==> config.mk <==
export PLATFORM = sky130hd
export DESIGN_NAME = booth_mul_seq
export DESIGN_NICKNAME = d
export VERILOG_FILES = /design/src/rtl/booth_mul_pkg.sv /design/src/rtl/booth_mul_step.sv /design/src/rtl/booth_mul_seq.sv
export SDC_FILE = /design/constraint.sdc
export NUM_CORES = 1
export LEC_CHECK = 0
export ABC_AREA = 1
export BUFFER_PORTS_ARGS = -buffer_cell sky130_fd_sc_hd__buf_2
export CAP_MARGIN = 20
export CORE_MARGIN = 2
export CORE_UTILIZATION = 30
export DETAILED_ROUTE_END_ITERATION = 10
export HOLD_SLACK_MARGIN = 0.12
export SLEW_MARGIN = 20
export SYNTH_ARGS = -nofsm -noshare
export SYNTH_HDL_FRONTEND = slang
export SYNTH_SLANG_ARGS = --single-unit
==> constraint.sdc <==
create_clock -name clk -period 2.1 [get_ports clk]
set_input_delay 0.42 -clock clk [delete_from_list [all_inputs] [get_ports clk]]
set_output_delay 0.42 -clock clk [all_outputs]
set_load 0.05 [all_outputs]
==> src/rtl/booth_mul_pkg.sv <==
// ============================================================================
// Module      : booth_mul_pkg
// Description : Shared types and constants for the sequential Booth multiplier.
// Revision    : 1.0 - initial release
// ============================================================================
`default_nettype none

package booth_mul_pkg;

  typedef enum logic [0:0] {
    IDLE = 1'b0,
    RUN  = 1'b1
  } state_t;

  // Encodings of the {Q[0], q_m1} pair that modify the accumulator
  localparam logic [1:0] BOOTH_SUB = 2'b10;
  localparam logic [1:0] BOOTH_ADD = 2'b01;

  function automatic int count_width(input int width);
    return $clog2(width + 1);
  endfunction

endpackage

`default_nettype wire

==> src/rtl/booth_mul_step.sv <==
// ============================================================================
// Module      : booth_mul_step
// Description : One combinational radix-2 Booth step: add/sub, then arithmetic
//               right shift of {A, Q, q_m1}.
// Revision    : 1.0 - initial release
// ============================================================================
`default_nettype none

module booth_mul_step
  import booth_mul_pkg::*;
#(
  parameter int WIDTH = 8
) (
  input  logic [WIDTH+1:0] a,
  input  logic [WIDTH:0]   q,
  input  logic             q_m1,
  input  logic [WIDTH:0]   m,
  output logic [WIDTH+1:0] a_nxt,
  output logic [WIDTH:0]   q_nxt,
  output logic             q_m1_nxt
);

  logic [WIDTH+1:0] w_m_ext;
  logic [WIDTH+1:0] w_sum;

  assign w_m_ext = {m[WIDTH], m};

  always_comb begin
    w_sum = a;
    case ({q[0], q_m1})
      BOOTH_SUB: w_sum = a - w_m_ext;
      BOOTH_ADD: w_sum = a + w_m_ext;
      default:   w_sum = a;
    endcase
  end

  assign a_nxt    = {w_sum[WIDTH+1], w_sum[WIDTH+1:1]};
  assign q_nxt    = {w_sum[0], q[WIDTH:1]};
  assign q_m1_nxt = q[0];

endmodule

`default_nettype wire

==> src/rtl/booth_mul_seq.sv <==
// ============================================================================
// Module      : booth_mul_seq
// Description : Sequential radix-2 Booth multiplier, signed/unsigned per
//               operation, one step per clock. Optional BOOTH_MUL_ZERO_SKIP_EN
//               completes zero-operand multiplies on the accept edge.
// Revision    : 1.0 - initial release
// ============================================================================
`default_nettype none

module booth_mul_seq
  import booth_mul_pkg::*;
#(
  parameter int WIDTH = 8
) (
  input  logic               clk,
  input  logic               rst,
  input  logic               start,
  input  logic               sign_mode,
  input  logic [WIDTH-1:0]   x,
  input  logic [WIDTH-1:0]   y,
  output logic               busy,
  output logic               valid,
  output logic [2*WIDTH-1:0] z
);

  localparam int              c_CW   = count_width(WIDTH);
  localparam logic [c_CW-1:0] c_LAST = c_CW'(WIDTH);

  state_t             r_state;
  logic [WIDTH+1:0]   r_a;
  logic [WIDTH:0]     r_q;
  logic [WIDTH:0]     r_m;
  logic               r_q_m1;
  logic [c_CW-1:0]    r_count;
  logic [2*WIDTH-1:0] r_z;
  logic               r_valid;

  logic [WIDTH:0]     w_x_ext;
  logic [WIDTH:0]     w_y_ext;
  logic [WIDTH+1:0]   w_a_nxt;
  logic [WIDTH:0]     w_q_nxt;
  logic               w_q_m1_nxt;
  logic [2*WIDTH+2:0] w_prod;
  logic               w_skip;

  assign w_x_ext = {sign_mode & x[WIDTH-1], x};
  assign w_y_ext = {sign_mode & y[WIDTH-1], y};

`ifdef BOOTH_MUL_ZERO_SKIP_EN
  assign w_skip = (x == '0) || (y == '0);
`else
  assign w_skip = 1'b0;
`endif

  booth_mul_step #(
    .WIDTH (WIDTH)
  ) u_step (
    .a        (r_a),
    .q        (r_q),
    .q_m1     (r_q_m1),
    .m        (r_m),
    .a_nxt    (w_a_nxt),
    .q_nxt    (w_q_nxt),
    .q_m1_nxt (w_q_m1_nxt)
  );

  // The product fits in the low 2*WIDTH bits of the final {A, Q}
  assign w_prod = {w_a_nxt, w_q_nxt};

  always_ff @(posedge clk or negedge rst) begin
    if (!rst) begin
      r_state <= IDLE;
      r_a     <= '0;
      r_q     <= '0;
      r_m     <= '0;
      r_q_m1  <= 1'b0;
      r_count <= '0;
      r_z     <= '0;
      r_valid <= 1'b0;
    end else begin
      r_valid <= 1'b0;
      case (r_state)
        IDLE: begin
          if (start) begin
            if (w_skip) begin
              r_z     <= '0;
              r_valid <= 1'b1;
            end else begin
              r_m     <= w_y_ext;
              r_q     <= w_x_ext;
              r_q_m1  <= 1'b0;
              r_a     <= '0;
              r_count <= '0;
              r_state <= RUN;
            end
          end
        end
        RUN: begin
          r_a    <= w_a_nxt;
          r_q    <= w_q_nxt;
          r_q_m1 <= w_q_m1_nxt;
          if (r_count == c_LAST) begin
            r_z     <= w_prod[2*WIDTH-1:0];
            r_valid <= 1'b1;
            r_state <= IDLE;
          end else begin
            r_count <= r_count + 1'b1;
          end
        end
        default: r_state <= IDLE;
      endcase
    end
  end

  assign busy  = (r_state == RUN);
  assign valid = r_valid;
  assign z     = r_z;

endmodule

`default_nettype wire

==> results.ini, run 1 <==
[status]
status=complete, but fails checks
violations=setup timing

[logic_synthesis]
yosysUniqueCellTypes=38
syn-num-nets=372
ys_warn_count=0
syn_area_um2=2770
synthFlopType=dfrtp_1
synth_cells=338
ys_ff_latch=50
synth-seq-area-share=0.451
synth.avg_cell_area_um2=8.20
synth_edf_count=0
async_flop_share=1.00

[routing]
avgRoutedWirePerCell_um=13.0
vias_per_cell=4.68
postRouteAntennaNets=0
drt_drc_violations_left=0
wl_um=6950
vias=2494
dr.pass1.iters=5
dr.first_iter.drc_count=93

[layout]
post-route-util=0.425
antennaDiodeCount=0
area_growth_pct=39.6
stdcell_count=533
final_nets=455
layout-drive-gt1-share=0.386

[critical_path]
cp.required_ns=2.30
worstPathCellList=inv_2 -> ha_4 -> inv_2 -> nor2_4 -> inv_2 -> nor3_4 -> a31oi_2 -> xor2_1 -> ha_1 -> nand2_2 -> inv_2 -> a21oi_2 -> nand2_1 -> nor2_2 -> nand3_1 -> nand3_1 -> nand2_1
end_kind=flip-flop
crit_fanout=3
cp_slowest_cell=dfrtp_1
critPathArrivalTime_ns=2.56
path_buf_inv=4
slowest_delay_ns=0.39
startpoint_type=flip-flop
critical_path_class=flip-flop to flip-flop
critPathTopFamily=simple AND/OR/NAND/NOR gates
crit_path_frequent_cell=inv_2

[timing]
fin_crit_sh=1.13
slew_viol_final=0
fmax_mhz=423
finalWorstSetupSlack_ns=-0.265
grt_setup_unrepaired=yes
tightest_slew_ns=0.391
clock_skew_ns=0.00881
finalHoldViolations=0
fin_crit_ns=2.36
slew_headroom=0.739
finalSetupViolCount=12

[die]
dieArea_um2=10000
die_h_um=100
core.rowCount=35
fp.dieW_um=100
start_util=0.304
io_pins=38
core-area_um2=9110

[placed_design]
dp_hpwl_um=4880
port-buffer-count=37
place_congestion=0.913
pre_cts_slack_ns=-0.448
dpl.cell_count=512

[global_routing]
grt_pass1_vias=2344
gr-total-overflow=0
grt_pass1_wl_um=11400
grt_max_degree=51
antenna_found_initial=0
grt.total_usage=0.141

[clocking]
clock_path_buffers=2
h-tree-depth=2
cts_tree=built
clk_pin_slew_worst_paths_ns=0.09
cts_root_buf=clkbuf_8
cts_sinks=50
clk_latency_ns=0.31
cts_buffers=5

[run]
cap_violations=0

[min_path]
hold_class=input port to flip-flop

-- kinds of logic (layout without fill, tap and decap cells) --
family | after synthesis | in the layout | share of synthesized area
compound gates | 64 | 64 | 0.136
xor+xnor | 8 | 8 | 0.0253
fa+ha+maj | 14 | 14 | 0.0659
buf+inv | 56 | 140 | 0.0862
flops | 50 | 50 | 0.451
simple gates | 146 | 146 | 0.235
-- metal layers --
| metal | part of all wire | GRT usage | vias up |
|---|---|---|---|
| met4 | 0.012 | 0.0285 | 0 |
| met3 | 0.024 | 0.0230 | 9 |
| met5 | 0 | 0 | - |
| li1 | - | - | 1269 |
| met2 | 0.50 | 0.239 | 28 |
| met1 | 0.46 | 0.192 | 1188 |
-- sequential cells by signal, indices dropped and copies added, names as in the netlist --
name and count:
z 16, r_a 9, r_m 9, r_q 9, r_count 4, busy 1
r_q_m1 1, valid 1
-- final cells by class --
class	instances	area, um2
multi-input cells	232	1610
repair buffers	85	592
clock inverters	3	21.3
well taps	111	139
fillers	901	5240
clock buffers	5	68.8
inverters	47	184
flip-flops and latches	50	1250
-- metrics by stage --
stage | hold WS (ns) | instance area, um2 | setup TNS (ns)
after CTS | 0.310 | 3640 | -1.93
after floorplan | 0.124 | 2790 | -0.311
final | 0.315 | 3870 | -1.50
after detailed placement | 0.432 | 3330 | -3.12
after global placement | 0.432 | 3330 | -2.89
after global routing | 0.318 | 3870 | -3.57
-- path summary, 6_finish.rpt --
check	slack [ns]	cells past startpoint	to	startpoint
setup reg to reg	-0.26	17	r_a[8]	r_m[0]
setup / recovery	-0.26	17	r_a[8]	r_m[0]
min in group asynchronous	0.61	3	r_a[5]	rst
hold / removal	0.32	3	r_m[4]	y[4]
hold reg to reg	0.48	2	z[14]	z[14]
max in group asynchronous	1.25	3	r_m[1]	rst
-- layout by cell type, fill, tap and decap left out, types with 2 or more instances in the layout --
master    netlist  layout
a21oi_2         1       4
nand4_1         3       3
nand3_1        14      12
inv_1          40      32
nor2_2          1       4
buf_2           5      37
nand3_2         1       3
xnor2_2         0       2
ha_4            0       7
inv_2           5      13
o21ai_1        10      10
o22ai_1         5       3
nand2_1       105      96
a21oi_4         0       2
xor2_4          0       2
buf_4           0      40
nor2_4          2       5
o221ai_1        7       7
clkbuf_8        0       5
nand3b_1        2       2
o21ai_0        20      15
clkinv_4        1       2
nand2_2         0       8
nor2_1         11       5
dfrtp_1        50      50
xor2_1          6       3
nand2_4         1       2
o211ai_1        2       2
o21ai_2         0       4
a21oi_1        13       8
ha_1           13       6
buf_6           2       5
buf_12          0       2
-- what timing repair did --
item	CTS	global route
cloned	0	0
endpoints found under the hold margin	50	0
pin swaps	34	31
setup buffers	6	6
resized for setup	33	37
hold buffers	1	0
endpoints found under the setup margin	14	15
-- synthesized netlist by cell type, types with 2 or more instances --
library cell    n  area (um2)
nand2_1       105         394
dfrtp_1        50        1250
inv_1          40         150
o21ai_0        20         100
nand3_1        14        70.1
a21oi_1        13        65.1
ha_1           13         163
nor2_1         11        41.3
o21ai_1        10        50.1
o221ai_1        7        61.3
xor2_1          6        52.6
buf_2           5        25.0
inv_2           5        18.8
o22ai_1         5        31.3
a31oi_1         3        18.8
nand4_1         3        18.8
buf_6           2        22.5
clkbuf_1        2        7.51
nand3b_1        2        15.0
nor2_4          2        22.5
o211ai_1        2        15.0
xnor2_1         2        17.5
-- worst min-delay path, cell delays in order --
cell	delay, ns
buf_2	0.07
nand2_1	0.04
o21ai_0	0.06
Power of run 1 is not shown: default switching activity piles up to over one toggle a cycle in this logic, so the estimate is an artifact.
==> run 2, diff against run 1 <==
--- a/config.mk
+++ b/config.mk
@@ -9,9 +9,10 @@
 export BUFFER_PORTS_ARGS = -buffer_cell sky130_fd_sc_hd__buf_2
 export CAP_MARGIN = 20
 export CORE_MARGIN = 2
-export CORE_UTILIZATION = 30
+export CORE_UTILIZATION = 35
 export DETAILED_ROUTE_END_ITERATION = 10
 export HOLD_SLACK_MARGIN = 0.12
+export PLACE_DENSITY_LB_ADDON = 0.25
 export SLEW_MARGIN = 20
 export SYNTH_ARGS = -nofsm -noshare
 export SYNTH_HDL_FRONTEND = slang
==> run 2 against run 1 <==
Compared with the run above:
- sequential share of layout area is 0.54 points higher
- clock skew shrank 0.00095 ns
- the flow still finishes with violations (setup timing)
- largest cell class unchanged
- non-clock buffer count up 1
- clock-buffer cell count increased by 1
- utilization grew 7.0 points
- wire length up 4.3%
- flip-flop and latch count is the same
- via count grew 1.0%
- final area fell by 1.6%
- worst hold slack got worse by 0.14 ns
==> results.ini, run 2 (synthesis gave the netlist of run 1 again) <==
[timing]
finalWorstSetupSlack_ns=-0.231
grt_setup_unrepaired=yes
clock_skew_ns=0.00786
finalHoldViolations=0
hold_slack_ns=0.171
finalSetupViolCount=10
slew_viol_final=0
slew_headroom=0.565
fmax_mhz=429
fin_crit_ns=2.33
fin_crit_sh=1.11
tightest_slew_ns=0.653

[clocking]
h-tree-depth=2
cts_root_buf=clkbuf_8
cts_tree=built
clk_pin_slew_worst_paths_ns=0.10
clock_path_buffers=2
cts_sinks=50
cts_buffers=5
clk_latency_ns=0.32

[routing]
wl_um=7250
postRouteAntennaNets=0
dr.pass1.iters=4
dr.first_iter.drc_count=97
vias=2519
drt_drc_violations_left=0
vias_per_cell=4.80
avgRoutedWirePerCell_um=13.8

[layout]
area_growth_pct=37.3
stdcell_count=525
mostFrequentLayoutCells=nand2_1 (95), dfrtp_1 (50), buf_4 (41)
final_nets=456
largest_register_ffs=16
final_common_cell=nand2_1
num-fill-cells=735
ff_latch_area_um2=1250
antennaDiodeCount=0
multi_input_area_um2=1560
layout-drive-gt1-share=0.383

[critical_path]
cp.required_ns=2.31
crit_fanout=4
r2r_start=r_m[1]
critical_path_class=flip-flop to flip-flop
critPathArrivalTime_ns=2.54
r2r_end=r_a[8]
r2r_cells=16
end_kind=flip-flop
r2r_slack_ns=-0.23
startpoint_type=flip-flop

[placed_design]
dpl.cell_count=502
port-buffer-count=37
dp_hpwl_um=4850
place_congestion=0.869

[global_routing]
grt_pass1_wl_um=12100
antenna_found_initial=0
grt.total_usage=0.179
gr-total-overflow=0
grt_pass1_vias=2533
grt_max_degree=51

[die]
core.rowCount=32
dieArea_um2=8650
die_h_um=93.0
io_pins=38
core-area_um2=7690
fp.dieW_um=93.0
start_util=0.361

[min_path]
hold_class=input port to asynchronous set/reset pin

[run]
cap_violations=0

[status]
violations=setup timing
status=complete, but fails checks

[run 2: routing by layer]
metal,part of all wire,global-route usage
met1,0.44,0.229
met2,0.50,0.298
met3,0.037,0.0419
met4,0.020,0.0600
met5,0,0
[run 2: worst max path at each step]
stage,depth (start not counted),endpoint,from
final,16,r_a[8],r_m[1]
after global routing,17,r_a[8],r_m[0]
after CTS,16,r_a[8],r_m[0]
after detailed placement,17,r_a[8],r_m[0]
after global placement,16,r_a[8],r_m[0]
after floorplan,18,r_a[8],r_m[0]
[run 2: through the flow]
stage / instance area [um2] / setup TNS, ns / util / setup slack [ns]
2_1_floorplan: 2790 / -0.311 / - / -0.118
3_3_place_gp: 3300 / -2.76 / 0.429 / -0.268
3_5_place_dp: 3300 / -3.01 / 0.429 / -0.317
4_1_cts: 3600 / -1.06 / 0.468 / -0.232
5_1_grt: 3810 / -2.89 / 0.495 / -0.417
6_report: 3810 / -1.39 / 0.495 / -0.231
[run 2: layout make-up]
cell class,count,share of cell area
clock buffer,6,0.0217
clock inverter,2,0.00427
inverter,47,0.0490
multi-input combinational,232,0.410
sequential,50,0.329
tap,102,0.0335
timing repair buffer,86,0.153
[run 2: worst max-delay path, cell delays in order (launching register included)]
cell and delay (ns):
dfrtp_1 0.40, inv_2 0.09, ha_4 0.13, inv_2 0.04, nor2_4 0.10, a21oi_1 0.09
xor2_1 0.17, ha_1 0.41, nand2_1 0.08, inv_1 0.14, nand3_1 0.11, nor3_2 0.19
nor2_2 0.07, inv_1 0.05, nand2_1 0.05, nand3_1 0.06, nand2_1 0.05
[run 2: what timing repair did]
item,4_1_cts,5_1_grt
pin swaps,24,39
buffers inserted,7,8
gates resized for setup,33,39
hold buffers,0,0
endpoints found under the setup margin,16,14
Power of run 2 is left out for the same reason.
